$ cat config.mk
export PLATFORM = sky130hd
export DESIGN_NAME = serial_subtractor
export DESIGN_NICKNAME = d
export VERILOG_FILES = /design/src/rtl/serial_subtractor_pkg.sv /design/src/rtl/serial_subtractor_digit.sv /design/src/rtl/serial_subtractor.sv
export SDC_FILE = /design/constraint.sdc
export NUM_CORES = 1
export LEC_CHECK = 0
export CORE_MARGIN = 2
export CORE_UTILIZATION = 48
export CTS_BUF_LIST = sky130_fd_sc_hd__clkbuf_8
export DETAILED_ROUTE_END_ITERATION = 8
export PLACE_DENSITY = 0.81
export SYNTH_ARGS = -nofsm -noshare
export SYNTH_HDL_FRONTEND = slang
export SYNTH_HIERARCHICAL = 1
export SYNTH_SLANG_ARGS = --single-unit
export TNS_END_PERCENT = 30
$ cat constraint.sdc
create_clock -name clk -period 3.6 [get_ports clk]
set_input_delay 0.54 -clock clk [delete_from_list [all_inputs] [get_ports clk]]
set_output_delay 0.54 -clock clk [all_outputs]
set_load 0.01 [all_outputs]
$ cat src/rtl/serial_subtractor_pkg.sv
`default_nettype none
// ============================================================================
// Module      : serial_subtractor_pkg
// Description : Shared definitions for the digit-serial subtractor: FSM state
//               encoding, digit-counter width helper and the operand/digit
//               width legality check.
// Revision    : 1.0 - initial release
// ============================================================================
package serial_subtractor_pkg;

    // FSM state encoding (explicit 2-bit width, legacy-compatible constants)
    typedef logic [1:0] sub_state_t;

    localparam sub_state_t c_IDLE = 2'd0;
    localparam sub_state_t c_RUN  = 2'd1;
    localparam sub_state_t c_DONE = 2'd2;

    // Width of the digit counter; at least one bit so that a single-digit
    // configuration still has a legal (constant-zero) counter.
    function automatic int cnt_width(input int num_digits);
        return (num_digits <= 1) ? 1 : $clog2(num_digits);
    endfunction

    // A digit width is legal when it is non-zero and evenly tiles the operand.
    function automatic bit digit_width_ok(input int data_width, input int digit_width);
        return (digit_width > 0) && (digit_width <= data_width) &&
               ((data_width % digit_width) == 0);
    endfunction

endpackage : serial_subtractor_pkg
`default_nettype wire

$ cat src/rtl/serial_subtractor_digit.sv
`default_nettype none
// ============================================================================
// Module      : digit_subtractor
// Description : Combinational DIGIT_WIDTH-bit subtractor built from a ripple
//               of per-bit full-subtractor cells: diff = a - b - bin.
// Ports       : a, b   - digit operands
//               bin    - borrow in from the less significant digit
//               diff   - digit difference
//               bout   - borrow out of the most significant bit
// Revision    : 1.0 - initial release
// ============================================================================
module digit_subtractor #(
    parameter int DIGIT_WIDTH = 4
) (
    input  logic [DIGIT_WIDTH-1:0] a,
    input  logic [DIGIT_WIDTH-1:0] b,
    input  logic                   bin,
    output logic [DIGIT_WIDTH-1:0] diff,
    output logic                   bout
);

    // w_borrow[i] is the borrow entering bit i
    logic [DIGIT_WIDTH:0] w_borrow;

    assign w_borrow[0] = bin;

    for (genvar gi = 0; gi < DIGIT_WIDTH; gi++) begin : g_bit
        // Full subtractor: a borrow is generated when b exceeds a, and an
        // incoming borrow passes through when a and b are equal.
        assign diff[gi]         = a[gi] ^ b[gi] ^ w_borrow[gi];
        assign w_borrow[gi + 1] = (~a[gi] & b[gi]) | (~(a[gi] ^ b[gi]) & w_borrow[gi]);
    end

    assign bout = w_borrow[DIGIT_WIDTH];

endmodule : digit_subtractor
`default_nettype wire

$ cat src/rtl/serial_subtractor.sv
`default_nettype none
// ============================================================================
// Module      : serial_subtractor
// Description : Multi-cycle digit-serial unsigned subtractor. Computes
//               (A - B) mod 2^DATA_WIDTH, DIGIT_WIDTH bits per cycle, least
//               significant digit first, with a registered borrow between
//               digits. Valid/ready handshake on both sides.
// Ports       : clk, resetn          - clock, synchronous active-low reset
//               in_valid / in_ready  - operand handshake (ready only in IDLE)
//               in_sub_a, in_sub_b   - minuend / subtrahend (unsigned)
//               out_valid/out_ready  - result handshake (valid only in DONE)
//               out_diff_result      - (A - B) mod 2^DATA_WIDTH
//               out_borrow           - 1 when A < B
// Revision    : 1.0 - initial release
// ============================================================================
module serial_subtractor
    import serial_subtractor_pkg::*;
#(
    parameter int DATA_WIDTH  = 32,
    parameter int DIGIT_WIDTH = 4
) (
    input  logic                  clk,
    input  logic                  resetn,
    input  logic                  in_valid,
    output logic                  in_ready,
    input  logic [DATA_WIDTH-1:0] in_sub_a,
    input  logic [DATA_WIDTH-1:0] in_sub_b,
    output logic                  out_valid,
    input  logic                  out_ready,
    output logic [DATA_WIDTH-1:0] out_diff_result,
    output logic                  out_borrow
);

    localparam int NUM_DIGITS = DATA_WIDTH / DIGIT_WIDTH;
    localparam int CNT_W      = cnt_width(NUM_DIGITS);

    localparam logic [CNT_W-1:0] c_LAST_DIGIT = CNT_W'(NUM_DIGITS - 1);

    if (!digit_width_ok(DATA_WIDTH, DIGIT_WIDTH)) begin : g_bad_digit_width
        $error("serial_subtractor: DIGIT_WIDTH (%0d) must divide DATA_WIDTH (%0d)",
               DIGIT_WIDTH, DATA_WIDTH);
    end

    sub_state_t             r_state;
    logic [CNT_W-1:0]       r_cnt;
    logic [DATA_WIDTH-1:0]  r_a;
    logic [DATA_WIDTH-1:0]  r_b;
    logic [DATA_WIDTH-1:0]  r_diff;
    logic                   r_borrow;      // inter-digit borrow chain
    logic                   r_borrow_out;  // final borrow, held for output

    logic [DIGIT_WIDTH-1:0] w_a_dig;
    logic [DIGIT_WIDTH-1:0] w_b_dig;
    logic [DIGIT_WIDTH-1:0] w_dig_diff;
    logic                   w_dig_bout;

    // Select the operand digits addressed by the counter
    always_comb begin
        w_a_dig = '0;
        w_b_dig = '0;
        for (int k = 0; k < NUM_DIGITS; k++) begin
            if (r_cnt == CNT_W'(k)) begin
                w_a_dig = r_a[k*DIGIT_WIDTH +: DIGIT_WIDTH];
                w_b_dig = r_b[k*DIGIT_WIDTH +: DIGIT_WIDTH];
            end
        end
    end

    digit_subtractor #(
        .DIGIT_WIDTH (DIGIT_WIDTH)
    ) u_digit_subtractor (
        .a    (w_a_dig),
        .b    (w_b_dig),
        .bin  (r_borrow),
        .diff (w_dig_diff),
        .bout (w_dig_bout)
    );

    always_ff @(posedge clk) begin
        if (!resetn) begin
            r_state      <= c_IDLE;
            r_cnt        <= '0;
            r_a          <= '0;
            r_b          <= '0;
            r_diff       <= '0;
            r_borrow     <= 1'b0;
            r_borrow_out <= 1'b0;
        end else begin
            case (r_state)
                c_IDLE: begin
                    // in_ready is implied by being in IDLE
                    if (in_valid) begin
                        r_a      <= in_sub_a;
                        r_b      <= in_sub_b;
                        r_cnt    <= '0;
                        r_borrow <= 1'b0;
                        r_state  <= c_RUN;
                    end
                end
                c_RUN: begin
                    for (int k = 0; k < NUM_DIGITS; k++) begin
                        if (r_cnt == CNT_W'(k)) begin
                            r_diff[k*DIGIT_WIDTH +: DIGIT_WIDTH] <= w_dig_diff;
                        end
                    end
                    r_borrow <= w_dig_bout;
                    r_cnt    <= r_cnt + 1'b1;
                    if (r_cnt == c_LAST_DIGIT) begin
                        r_borrow_out <= w_dig_bout;
                        r_state      <= c_DONE;
                    end
                end
                c_DONE: begin
                    // Result registers are left untouched so they stay
                    // readable until the next computation overwrites them.
                    if (out_ready) begin
                        r_state <= c_IDLE;
                    end
                end
                default: begin
                    r_state <= c_IDLE;
                end
            endcase
        end
    end

    assign in_ready        = (r_state == c_IDLE);
    assign out_valid       = (r_state == c_DONE);
    assign out_diff_result = r_diff;
    assign out_borrow      = r_borrow_out;

endmodule : serial_subtractor
`default_nettype wire

# Yosys cells after proc, flatten, opt, wreduce, memory -nomap -nowiden
# Cells that the tools add are included.
totals:
  elab_cells: 93
  inputBits: 68
  ff_bits: 103
  out_inout_bits: 35
classes:
  reduce_logical: 14
  n_eq_ne: 12
  muxes: 24
  n_addsub: 1
  bitwise: 28
ops:
  columns: ["cell", "n"]
  rows:
  - ["$mux W4", 16]
  - ["$reduce_and A2 Y1", 10]
  - ["$eq A3 B3 Y1 const B", 4]
  - ["$and A1 B1 Y1", 8]
  - ["$not A1 Y1", 8]
  - ["$xor A1 B1 Y1", 8]
  - ["$eq A3 B2 Y1 const B", 2]
  - ["$mux W2", 3]
  - ["$pmux W2 S3", 1]
  - ["$pmux W3 S2", 1]
  - ["$ne A2 B2 Y1 const B", 2]
  - ["$or A1 B1 Y1", 4]
  - ["$add A3 B1 Y3 const B", 1]
  - ["$eq A3 B1 Y1 const B", 1]
  - ["$logic_not A3 Y1", 1]
  - ["$mux W3", 1]
  - ["$reduce_and A3 Y1", 1]
  - ["$eq A2 B1 Y1 const B", 1]
  - ["$eq A2 B2 Y1 const B", 1]
  - ["$logic_not A2 Y1", 1]
  - ["$ne A2 B1 Y1 const B", 1]
  - ["$pmux W1 S2", 1]
  - ["$reduce_bool A2 Y1", 1]
  - ["$mux W1", 1]

# Depth between registers and ports, before layout
# Gate-level depths: netlist of run 1.
logic_depth:
  depth_word: 20
  depth_mapped: 18
  depth_no_buf: 16

# Hierarchy
# Netlist of run 1, hierarchy kept.
by_module_without_submodules:
  columns: ["mod", "instances", "area_each_um2", "seq_area_each_um2", "cells_per_inst"]
  rows:
  - ["serial_subtractor", 1, 4728.3, 2062.0, 565]
  - ["digit_subtractor", 1, 117.6, 0.0, 14]

# Worst setup path after synthesis of run 1
# Ideal clock, no wire load.
synth_path:
  kind: "register to register"
  startpoint: "register r_cnt[2]"
  endpoint: "register r_diff[11], in the netlist out_diff_result[11]"
  t_required_ns: 3.484
  t_arrival_ns: 3.494
  setup_slack_ns: -0.011
  path_stages_with_launch: 18
  setup_time_ns: 0.116
  path_buffers: 3
  synth_period_minus_slack_ns: 3.611
  cell_sequence: "dfxtp_1 > inv_1 > clkbuf_1 > ha_1 > or2_1 > buf_2 > a221oi_2 > o22ai_1 > a21oi_1 > fa_1 > inv_1 > fa_1 > fa_1 > inv_1 > fa_1 > buf_2 > mux2i_1 > nor2b_1"
synth_between:
  elab_chain_cells: 18
  elab_cells_between_ends: 45
  classes_between: "7 x eq/ne; 16 x mux; 20 x bitwise; 2 x reduce/logical"
synth_rtl:
  columns: ["item", "line_no", "source"]
  rows:
  - ["start, declared", "serial_subtractor.sv:45", "logic [CNT_W-1:0] r_cnt;"]
  - ["start signal, assigned", "serial_subtractor.sv:107", "r_cnt <= r_cnt + 1'b1;"]
  - ["$logic_not A3 Y1", "serial_subtractor.sv:62", "if (r_cnt == CNT_W'(k)) begin"]
  - ["$mux W4 (7 in series)", "serial_subtractor.sv:62", null]
  - ["$mux W4 (*)", "serial_subtractor.sv:62", null]
  - ["via w_a_dig[0]", "serial_subtractor.sv:52", "logic [DIGIT_WIDTH-1:0] w_a_dig;"]
  - ["$xor A1 B1 Y1", "serial_subtractor_digit.sv:31", "assign w_borrow[gi + 1] = (~a[gi] & b[gi]) | (~(a[gi] ^ b[gi]) & w_borrow[gi]);"]
  - ["$not A1 Y1", "serial_subtractor_digit.sv:31", null]
  - ["$and A1 B1 Y1", "serial_subtractor_digit.sv:31", null]
  - ["$or A1 B1 Y1 (*)", "serial_subtractor_digit.sv:31", null]
  - ["$and A1 B1 Y1 (*)", "serial_subtractor_digit.sv:31", null]
  - ["$or A1 B1 Y1 (*)", "serial_subtractor_digit.sv:31", null]
  - ["$and A1 B1 Y1 (*)", "serial_subtractor_digit.sv:31", null]
  - ["$or A1 B1 Y1 (*)", "serial_subtractor_digit.sv:31", null]
  - ["$xor A1 B1 Y1 (*)", "serial_subtractor_digit.sv:30", "assign diff[gi] = a[gi] ^ b[gi] ^ w_borrow[gi];"]
  - ["via w_dig_diff[3]", "serial_subtractor.sv:54", "logic [DIGIT_WIDTH-1:0] w_dig_diff;"]
  - ["end signal, assigned by index", "serial_subtractor.sv:103", "r_diff[k*DIGIT_WIDTH +: DIGIT_WIDTH] <= w_dig_diff;"]
  - ["end, declared", "serial_subtractor.sv:48", "logic [DATA_WIDTH-1:0] r_diff;"]
# The timed path passes the listed nets; every way through them passes the cells marked *.
# A chain may end at the register's enable or synchronous reset.

# Final worst setup path of run 1
layout_path:
  startpoint: "register r_cnt[0]"
  endpoint: "register r_diff[3], in the netlist out_diff_result[3]"
# The elaborated chain is that of the path after synthesis.

==> impl_metrics.sql, run 1 <==
INSERT INTO impl_metrics (metric_group, metric, value, unit) VALUES
('drt', 'first_iter_violations', '135', ''),
('setup_path', 'end_kind', 'register', ''),
('placement', 'finalWeightedCongestion', '0.826', ''),
('synthesis', 'synthDominantCellAreaShare', '0.426', ''),
('drt', 'drc_errors', '0', ''),
('synthesis', 'synth.top_cells.by_area', 'sky130_fd_sc_hd__dfxtp_1, sky130_fd_sc_hd__nand2_1, sky130_fd_sc_hd__a21boi_1', ''),
('setup_path', 'path_cells', 'inv_1 > ha_2 > buf_12 > a21oi_1 > a221oi_2 > o22ai_1 > a21oi_2 > fa_1 > inv_1 > fa_1 > fa_1 > inv_2 > fa_2 > mux2i_1 > nor2b_1', ''),
('placement', 'dp.final_hpwl', '8.65', 'mm'),
('cts', 'holdBufCountCts', '0', ''),
('synthesis', 'synthesis.instances', '579', ''),
('floorplan', 'design.core.area', '9770', 'sq um'),
('cells_and_area', 'layout_area_growth_over_synthesis', '27.3', '%'),
('floorplan', 'initial_utilization', '0.496', ''),
('synthesis', 'synth.cell_area', '4850', 'sq um'),
('timing', 'clock_skew', '7.21', 'ps'),
('grt', 'grt_max_degree', '71', ''),
('setup_path', 'worst_ep_required_time', '3870', 'ps'),
('power_and_ir_drop', 'power_per_cell_area', '389', 'nW/um^2'),
('cts', 'cts_tree', 'done', ''),
('cells_and_area', 'design.final.nets', '741', ''),
('cts', 'clockRootBuffer', 'sky130_fd_sc_hd__clkbuf_8', ''),
('drt', 'met1_length', '5.06', 'mm'),
('worst_hold_path', 'min-delay-path-class', 'reg2reg', ''),
('power_and_ir_drop', 'total_leakage_power', '2.34', 'nW'),
('synthesis', 'synth_area_per_cell', '8.37', 'sq um'),
('setup_path', 'r2r_slack', '170', 'ps'),
('grt', 'grt_first_pass_wirelength', '19.7', 'mm'),
('setup_path', 'critical_path_peak_fanout', '16', ''),
('cts', 'cts.sinks', '103', ''),
('setup_path', 'critical-path-max-stage-delay', '520', 'ps'),
('cells_and_area', 'antenna-diode-count', '0', ''),
('drt', 'vias', '4093', ''),
('timing', 'final.setup.tns', '0', 'ps'),
('grt', 'grt_usage', '0.222', ''),
('floorplan', 'core.rowCount', '36', ''),
('grt', 'overflow', '0', ''),
('floorplan', 'pin_count', '103', ''),
('cts', 'cts_setup_buffers', '0', ''),
('timing', 'timing.final.crit_period', '3430', 'ps'),
('synthesis', 'sequential_element_share_of_the_synthesized_area', '0.426', ''),
('cells_and_area', 'fillers', '893', ''),
('cells_and_area', 'final_cell_mix', 'sky130_fd_sc_hd__nand2_1, sky130_fd_sc_hd__clkdlybuf4s50_1, sky130_fd_sc_hd__dfxtp_1', ''),
('drt', 'detailedRoute.firstPassIterationCount', '4', ''),
('timing', 'post_route_fraction_of_the_period_consumed_by_the_critical_path', '0.954', ''),
('cts', 'clkTransAtPathRegs', '100', 'ps'),
('floorplan', 'floorplan.die_area', '10900', 'sq um'),
('setup_path', 'timing.critical_path.slowest_stage_cell', 'sky130_fd_sc_hd__fa_2', ''),
('cts', 'cts_buffers', '9', ''),
('timing', 'max_freq', '291', 'MHz'),
('cells_and_area', 'layout-drive-gt1-share', '0.0853', ''),
('grt', 'first_global_vias', '4131', ''),
('floorplan', 'die_y', '104', 'um'),
('synthesis', 'synth_area_leader_cell', 'sky130_fd_sc_hd__dfxtp_1', ''),
('run_status', 'run_status', 'complete, no violations', ''),
('setup_path', 'critPathMostFrequentCell', 'sky130_fd_sc_hd__fa_1', ''),
('timing', 'holdWs', '458', 'ps'),
('cts', 'clock_latency', '370', 'ps'),
('drt', 'routed_wire_length_per_instance', '14.4', 'um'),
('cells_and_area', 'layout_commonest_cell', 'sky130_fd_sc_hd__nand2_1', ''),
('placement', 'place.port_buffers', '102', ''),
('drt', 'route.antenna.remaining_nets', '0', ''),
('setup_path', 'critical_path.n_buffers_inverters', '4', ''),
('synthesis', 'synthesis.nets', '657', ''),
('setup_path', 'arrival', '3700', 'ps'),
('drt', 'dr.max_layer_used', 'met4', ''),
('timing', 'timing.final.max_slew_violations', '0', ''),
('synthesis', 'ys_ff_latch', '103', ''),
('synthesis', 'yosysWarningCount', '6', ''),
('drt', 'detailroute.wirelength.met2', '5.75', 'mm'),
('timing', 'number_of_hold_violations_in_the_final_report', '0', ''),
('cts', 'cts_max_level', '3', '');
[logic make-up (layout without fill, tap and decap cells)]
| logic type | after synthesis | count (layout) | share of synthesized area |
|---|---|---|---|
| fa+ha+maj | 10 | 10 | 0.0320 |
| simple gates | 230 | 230 | 0.212 |
| flops | 103 | 103 | 0.426 |
| mux | 24 | 24 | 0.0496 |
| compound gates | 135 | 135 | 0.205 |
| buf+inv | 77 | 166 | 0.0754 |
[registers in the layout, indices dropped and copies added, names as in the netlist]
name / flops
r_cnt: 3
out_diff_result: 32
r_a: 32
out_borrow: 1
r_b: 32
r_borrow: 1
r_state: 2
[final timing paths]
check,depth (start not counted),to,from
setup / recovery,15,out_diff_result[3],r_cnt[0]
hold / removal,2,r_a[30],r_a[30]
setup reg to reg,15,out_diff_result[3],r_cnt[0]
hold reg to reg,2,r_a[30],r_a[30]
[metrics by stage]
stage | cells | total power [W] | area (sq um) | setup slack (ps) | util
after floorplan | 579 | 0.00151 | 4850 | 29.6 | -
after global placement | 785 | 0.00166 | 5940 | 120 | 0.608
after detailed placement | 785 | 0.00167 | 5940 | 27.1 | 0.608
after CTS | 801 | 0.00241 | 6150 | 49.2 | 0.629
after global routing | 801 | 0.00252 | 6170 | -26.5 | 0.631
final | 801 | 0.00240 | 6170 | 167 | 0.631
[worst reg2reg max path, stage by stage, from the launching register on]
cell                       delay (ps)
sky130_fd_sc_hd__dfxtp_2          350
sky130_fd_sc_hd__inv_1            100
sky130_fd_sc_hd__ha_2             260
sky130_fd_sc_hd__buf_12           170
sky130_fd_sc_hd__a21oi_1           60
sky130_fd_sc_hd__a221oi_2         230
sky130_fd_sc_hd__o22ai_1          150
sky130_fd_sc_hd__a21oi_2          180
sky130_fd_sc_hd__fa_1             190
sky130_fd_sc_hd__inv_1             50
sky130_fd_sc_hd__fa_1             380
sky130_fd_sc_hd__fa_1             390
sky130_fd_sc_hd__inv_2             70
sky130_fd_sc_hd__fa_2             520
sky130_fd_sc_hd__mux2i_1          170
sky130_fd_sc_hd__nor2b_1           60
[final cells by class]
class	count	area, sq um	area share
inverters	29	109	0.0176
multi-input cells	399	2440	0.395
flip-flops and latches	103	2060	0.335
clock buffers	10	138	0.0223
well taps	133	166	0.0270
repair buffers	121	1180	0.192
clock inverters	6	68.8	0.0112
[cell usage after synthesis]
master / count
sky130_fd_sc_hd__nor2b_1: 24
sky130_fd_sc_hd__nand2_1: 161
sky130_fd_sc_hd__nor2b_4: 1
sky130_fd_sc_hd__buf_4: 10
sky130_fd_sc_hd__a31oi_1: 8
sky130_fd_sc_hd__o31ai_1: 8
sky130_fd_sc_hd__and2_1: 1
sky130_fd_sc_hd__nor2_2: 1
sky130_fd_sc_hd__nand2b_1: 11
sky130_fd_sc_hd__nand3_1: 15
sky130_fd_sc_hd__and2b_1: 1
sky130_fd_sc_hd__fa_1: 4
sky130_fd_sc_hd__a21boi_0: 37
sky130_fd_sc_hd__ha_1: 6
sky130_fd_sc_hd__or2_1: 1
sky130_fd_sc_hd__a21oi_1: 24
sky130_fd_sc_hd__nand3b_1: 8
sky130_fd_sc_hd__a221oi_2: 8
sky130_fd_sc_hd__o21a_1: 2
sky130_fd_sc_hd__nor2_1: 2
sky130_fd_sc_hd__clkbuf_1: 17
sky130_fd_sc_hd__a21boi_1: 40
sky130_fd_sc_hd__o22ai_1: 8
sky130_fd_sc_hd__nor3_1: 1
sky130_fd_sc_hd__mux2i_1: 24
sky130_fd_sc_hd__inv_1: 29
sky130_fd_sc_hd__buf_2: 17
sky130_fd_sc_hd__dfxtp_1: 103
sky130_fd_sc_hd__buf_6: 2
sky130_fd_sc_hd__clkbuf_2: 2
sky130_fd_sc_hd__and3_1: 3
[metal layers]
layer  up-vias  global-route usage
met1      1909               0.267
met2        90               0.394
met5         -                   0
met4         0              0.0714
met3        14              0.0470
li1       2080                   -
[where the power goes]
part | leakage (nW) | total [W] | switching, W | internal [W]
clock network | 0.103 | 0.000746 | 0.000402 | 0.000344
registers | 0.842 | 0.00123 | 0.0000326 | 0.00119
logic | 1.39 | 0.000425 | 0.000227 | 0.000199
total | 2.34 | 0.00240 | 0.000661 | 0.00174
[timing repair]
item,CTS,global route
resized for setup,1,10
setup endpoints to repair,2,11
pin swaps,0,2
(Power assumes the default switching activity.)
==> run 2, diff against run 1 <==
--- a/config.mk
+++ b/config.mk
@@ -6,10 +6,10 @@
 export NUM_CORES = 1
 export LEC_CHECK = 0
 export CORE_MARGIN = 2
-export CORE_UTILIZATION = 48
+export CORE_UTILIZATION = 30
 export CTS_BUF_LIST = sky130_fd_sc_hd__clkbuf_8
 export DETAILED_ROUTE_END_ITERATION = 8
-export PLACE_DENSITY = 0.81
+export PLACE_DENSITY = 0.56
 export SYNTH_ARGS = -nofsm -noshare
 export SYNTH_HDL_FRONTEND = slang
 export SYNTH_HIERARCHICAL = 1
==> constraint.sdc (replaced) <==
create_clock -name clk -period 2.8 [get_ports clk]
set_input_delay 0.42 -clock clk [delete_from_list [all_inputs] [get_ports clk]]
set_output_delay 0.42 -clock clk [all_outputs]
set_load 0.01 [all_outputs]
==> run 2 against run 1 <==
The flow now finishes with violations (negative setup slack). Clock-buffer cell count is 2 higher. Clock skew is 2.4 ps higher. Critical path depth stayed put. Combinational power is 54% higher. Wire length is 12% higher. Non-clock buffer count is 21 higher. Sequential power is 28% higher. Sequential share of layout area is 1.9 points lower. Fmax is 4.9% higher. Die area is 57% higher. Global-route usage is 6.7 points lower. Critical endpoint is now out_diff_result[15]. Largest cell class unchanged. Largest power group unchanged.
==> impl_metrics.sql, run 2 (synthesized netlist as in run 1, its figures left out) <==
INSERT INTO impl_metrics (metric_group, metric, value, unit) VALUES
('worst_hold_path', 'min-delay-path-class', 'reg2reg', ''),
('cells_and_area', 'layout_area_growth_over_synthesis', '35.7', '%'),
('grt', 'grt_busiest_layer', 'met2', ''),
('run_status', 'failed_checks', 'negative setup slack', ''),
('cts', 'cts.sinks', '103', ''),
('timing', 'clock_skew', '9.59', 'ps'),
('cts', 'clkTransAtPathRegs', '90', 'ps'),
('setup_path', 'arrival', '3590', 'ps'),
('timing', 'timing.final.max_slew_violations', '0', ''),
('setup_path', 'critical-path-max-stage-delay', '640', 'ps'),
('setup_path', 'r2r_slack', '-470', 'ps'),
('drt', 'route.antenna.remaining_nets', '0', ''),
('drt', 'wirelength', '13.0', 'mm'),
('cells_and_area', 'layout_commonest_cell', 'sky130_fd_sc_hd__nand2_1', ''),
('timing', 'post_route_fraction_of_the_period_consumed_by_the_critical_path', '1.17', ''),
('timing', 'timing.final.crit_period', '3270', 'ps'),
('power_and_ir_drop', 'power_per_cell_area', '488', 'nW/um^2'),
('grt', 'gr_layer_usage_met1', '0.196', ''),
('floorplan', 'pin_count', '103', ''),
('timing', 'finalSetupViolCount', '24', ''),
('timing', 'number_of_hold_violations_in_the_final_report', '0', ''),
('cells_and_area', 'design_area', '6570', 'sq um'),
('flow_run', 'maxCapViolations', '0', ''),
('drt', 'drc_errors', '0', ''),
('cells_and_area', 'final_cell_mix', 'sky130_fd_sc_hd__nand2_1, sky130_fd_sc_hd__clkdlybuf4s50_1, sky130_fd_sc_hd__dfxtp_1', ''),
('drt', 'routed_wire_length_per_instance', '14.3', 'um'),
('placement', 'place.port_buffers', '102', ''),
('drt', 'route.detailed.vias_per_inst', '4.56', ''),
('timing', 'setup_slack', '-471', 'ps'),
('setup_path', 'critical_path_peak_fanout', '8', ''),
('power_and_ir_drop', 'total_power', '0.00321', 'W'),
('setup_path', 'timing.critical_path.slowest_stage_cell', 'sky130_fd_sc_hd__fa_2', ''),
('cells_and_area', 'multi_input_comb_area', '2550', 'sq um'),
('drt', 'vias', '4125', ''),
('timing', 'timing.max_slew.rel_slack', '0.620', ''),
('power_and_ir_drop', 'p_int', '0.00234', 'W'),
('cts', 'cts_tree', 'done', ''),
('setup_path', 'path_cells', 'ha_4 > ha_4 > or2_4 > a221oi_2 > o22ai_1 > a21oi_1 > inv_1 > fa_2 > inv_2 > fa_2 > fa_2 > inv_2 > fa_2 > nand3_1 > a21boi_1', ''),
('cells_and_area', 'antenna-diode-count', '0', ''),
('cts', 'clockBufferDepth', '2', ''),
('setup_path', 'critical_path.n_buffers_inverters', '3', ''),
('power_and_ir_drop', 'max-vdd-ir-drop', '0.000237', 'V'),
('floorplan', 'floorplan.die.width', '131', 'um'),
('grt', 'grt_max_degree', '40', ''),
('power_and_ir_drop', 'total_switching_power', '0.000863', 'W'),
('power_and_ir_drop', 'power.sequential.fraction', '0.492', ''),
('cells_and_area', 'fin_util', '0.415', ''),
('grt', 'global_route.usage.met2', '0.263', ''),
('grt', 'grt_util_met3', '0.0406', ''),
('cts', 'holdBufCountCts', '0', ''),
('cells_and_area', 'layout-drive-gt1-share', '0.136', ''),
('grt', 'overflow', '0', ''),
('grt', 'initial_antenna_violation_count', '0', ''),
('power_and_ir_drop', 'clkPwrFrac', '0.304', ''),
('placement', 'detailed_place.area', '6210', 'sq um'),
('floorplan', 'design.core.area', '15800', 'sq um'),
('floorplan', 'floorplan.die_area', '17200', 'sq um'),
('cts', 'clock_latency', '380', 'ps'),
('cts', 'clockRootBuffer', 'sky130_fd_sc_hd__clkbuf_8', ''),
('setup_path', 'critPathMostFrequentCell', 'sky130_fd_sc_hd__fa_2', ''),
('drt', 'first_iter_violations', '197', ''),
('drt', 'detailedRoute.firstPassIterationCount', '4', ''),
('floorplan', 'core.rowCount', '46', ''),
('setup_path', 'setup.worst_path.class', 'reg2reg', ''),
('floorplan', 'initial_utilization', '0.306', ''),
('floorplan', 'die_y', '131', 'um'),
('placement', 'finalWeightedCongestion', '0.858', ''),
('setup_path', 'critPathLaunchType', 'register', ''),
('timing', 'max_freq', '306', 'MHz'),
('setup_path', 'end_kind', 'register', ''),
('cts', 'cts_max_level', '3', ''),
('timing', 'setup_repair_after_global_routing_missed_its_margin', 'true', ''),
('cells_and_area', 'fillers', '1609', ''),
('setup_path', 'worst_ep_required_time', '3110', 'ps'),
('timing', 'max_slew.worst_pin.slew', '567', 'ps'),
('power_and_ir_drop', 'total_leakage_power', '2.47', 'nW'),
('power_and_ir_drop', 'switching_share', '0.269', ''),
('grt', 'grt_first_pass_wirelength', '20.4', 'mm'),
('placement', 'dp.final_hpwl', '9.95', 'mm'),
('setup_path', 'critPathTopFamily', 'adder cells', ''),
('power_and_ir_drop', 'gate_power_share', '0.204', ''),
('grt', 'first_global_vias', '4093', ''),
('run_status', 'run_status', 'complete, but fails checks', ''),
('cts', 'cts_buffers', '9', ''),
('grt', 'grt_usage', '0.155', ''),
('cells_and_area', 'design.final.nets', '762', ''),
('cells_and_area', 'layout.area.seq', '2070', 'sq um');
## run 2: cell types whose count changed in the layout (fill, tap and decap cells not counted), moves of 4 or more
cell / previous run / this run
sky130_fd_sc_hd__buf_4: 17 / 37
sky130_fd_sc_hd__a21boi_0: 35 / 29
sky130_fd_sc_hd__a21boi_1: 42 / 47
sky130_fd_sc_hd__ha_4: 0 / 5
sky130_fd_sc_hd__inv_1: 28 / 24
sky130_fd_sc_hd__inv_2: 1 / 5
## run 2: power groups by stage
stage | combinational [W] | sequential [W] | clock [W]
after floorplan | 0.000363 | 0.00160 | 0
after global placement | 0.000613 | 0.00161 | 0
after detailed placement | 0.000626 | 0.00161 | 0
after CTS | 0.000652 | 0.00158 | 0.00101
after global routing | 0.000723 | 0.00159 | 0.00107
final | 0.000656 | 0.00158 | 0.000975
## run 2: area by class of cell
| class | instances | area share |
|---|---|---|
| Multi-Input combinational cell | 399 | 0.388 |
| Sequential cell | 103 | 0.315 |
| Timing Repair Buffer | 142 | 0.206 |
| Tap cell | 216 | 0.0411 |
| Clock buffer | 12 | 0.0251 |
| Inverter | 29 | 0.0175 |
| Clock inverter | 4 | 0.00685 |
## run 2: through the flow
stage / hold WS [ps] / setup slack, ps / std cells / setup TNS [ps]
finish: 460 / -471 / 905 / -6070
global route: 474 / -629 / 905 / -9070
CTS: 463 / -461 / 902 / -5830
detailed placement: 449 / -654 / 884 / -10120
global placement: 440 / -518 / 884 / -7130
floorplan: 430 / -432 / 579 / -5030
## run 2: routing by layer
layer  vias to the layer above  part of all wire
li1                       2113                 -
met1                      1923              0.46
met2                        78              0.48
met3                        11             0.046
met4                         0             0.010
met5                         -                 0
## run 2: worst paths after layout
path / cells past startpoint / to / startpoint
worst max-delay path: 15 / out_diff_result[15] / r_cnt[0]
worst min-delay path: 2 / out_diff_result[29] / out_diff_result[29]
worst max register to register: 15 / out_diff_result[15] / r_cnt[0]
worst min register to register: 2 / out_diff_result[29] / out_diff_result[29]
## run 2: worst register-to-register path: cells and delay by family, from the launching register on
kind	cells	cell delay, ps
AND/OR/NAND/NOR	2	370
AO/OA/AOI/OAI	4	570
adder cells (fa/ha/maj)	6	1720
buffers and inverters	3	180
flip-flops	1	380
## run 2: what timing repair did
item | 4_1_cts | 5_1_grt
resized for setup | 22 | 14
pin swaps | 5 | 4
setup buffers | 2 | 3
endpoints found under the hold margin | 0 | 0
endpoints found under the setup margin | 26 | 26
==> run 3, diff against run 2 <==
--- a/config.mk
+++ b/config.mk
@@ -8,6 +8,7 @@
 export CORE_MARGIN = 2
 export CORE_UTILIZATION = 30
 export CTS_BUF_LIST = sky130_fd_sc_hd__clkbuf_8
+export CTS_CLUSTER_DIAMETER = 80
 export DETAILED_ROUTE_END_ITERATION = 8
 export PLACE_DENSITY = 0.56
 export SYNTH_ARGS = -nofsm -noshare
==> results of run 3 <==
Final layout, timing and power as in run 2 (identical DEF).
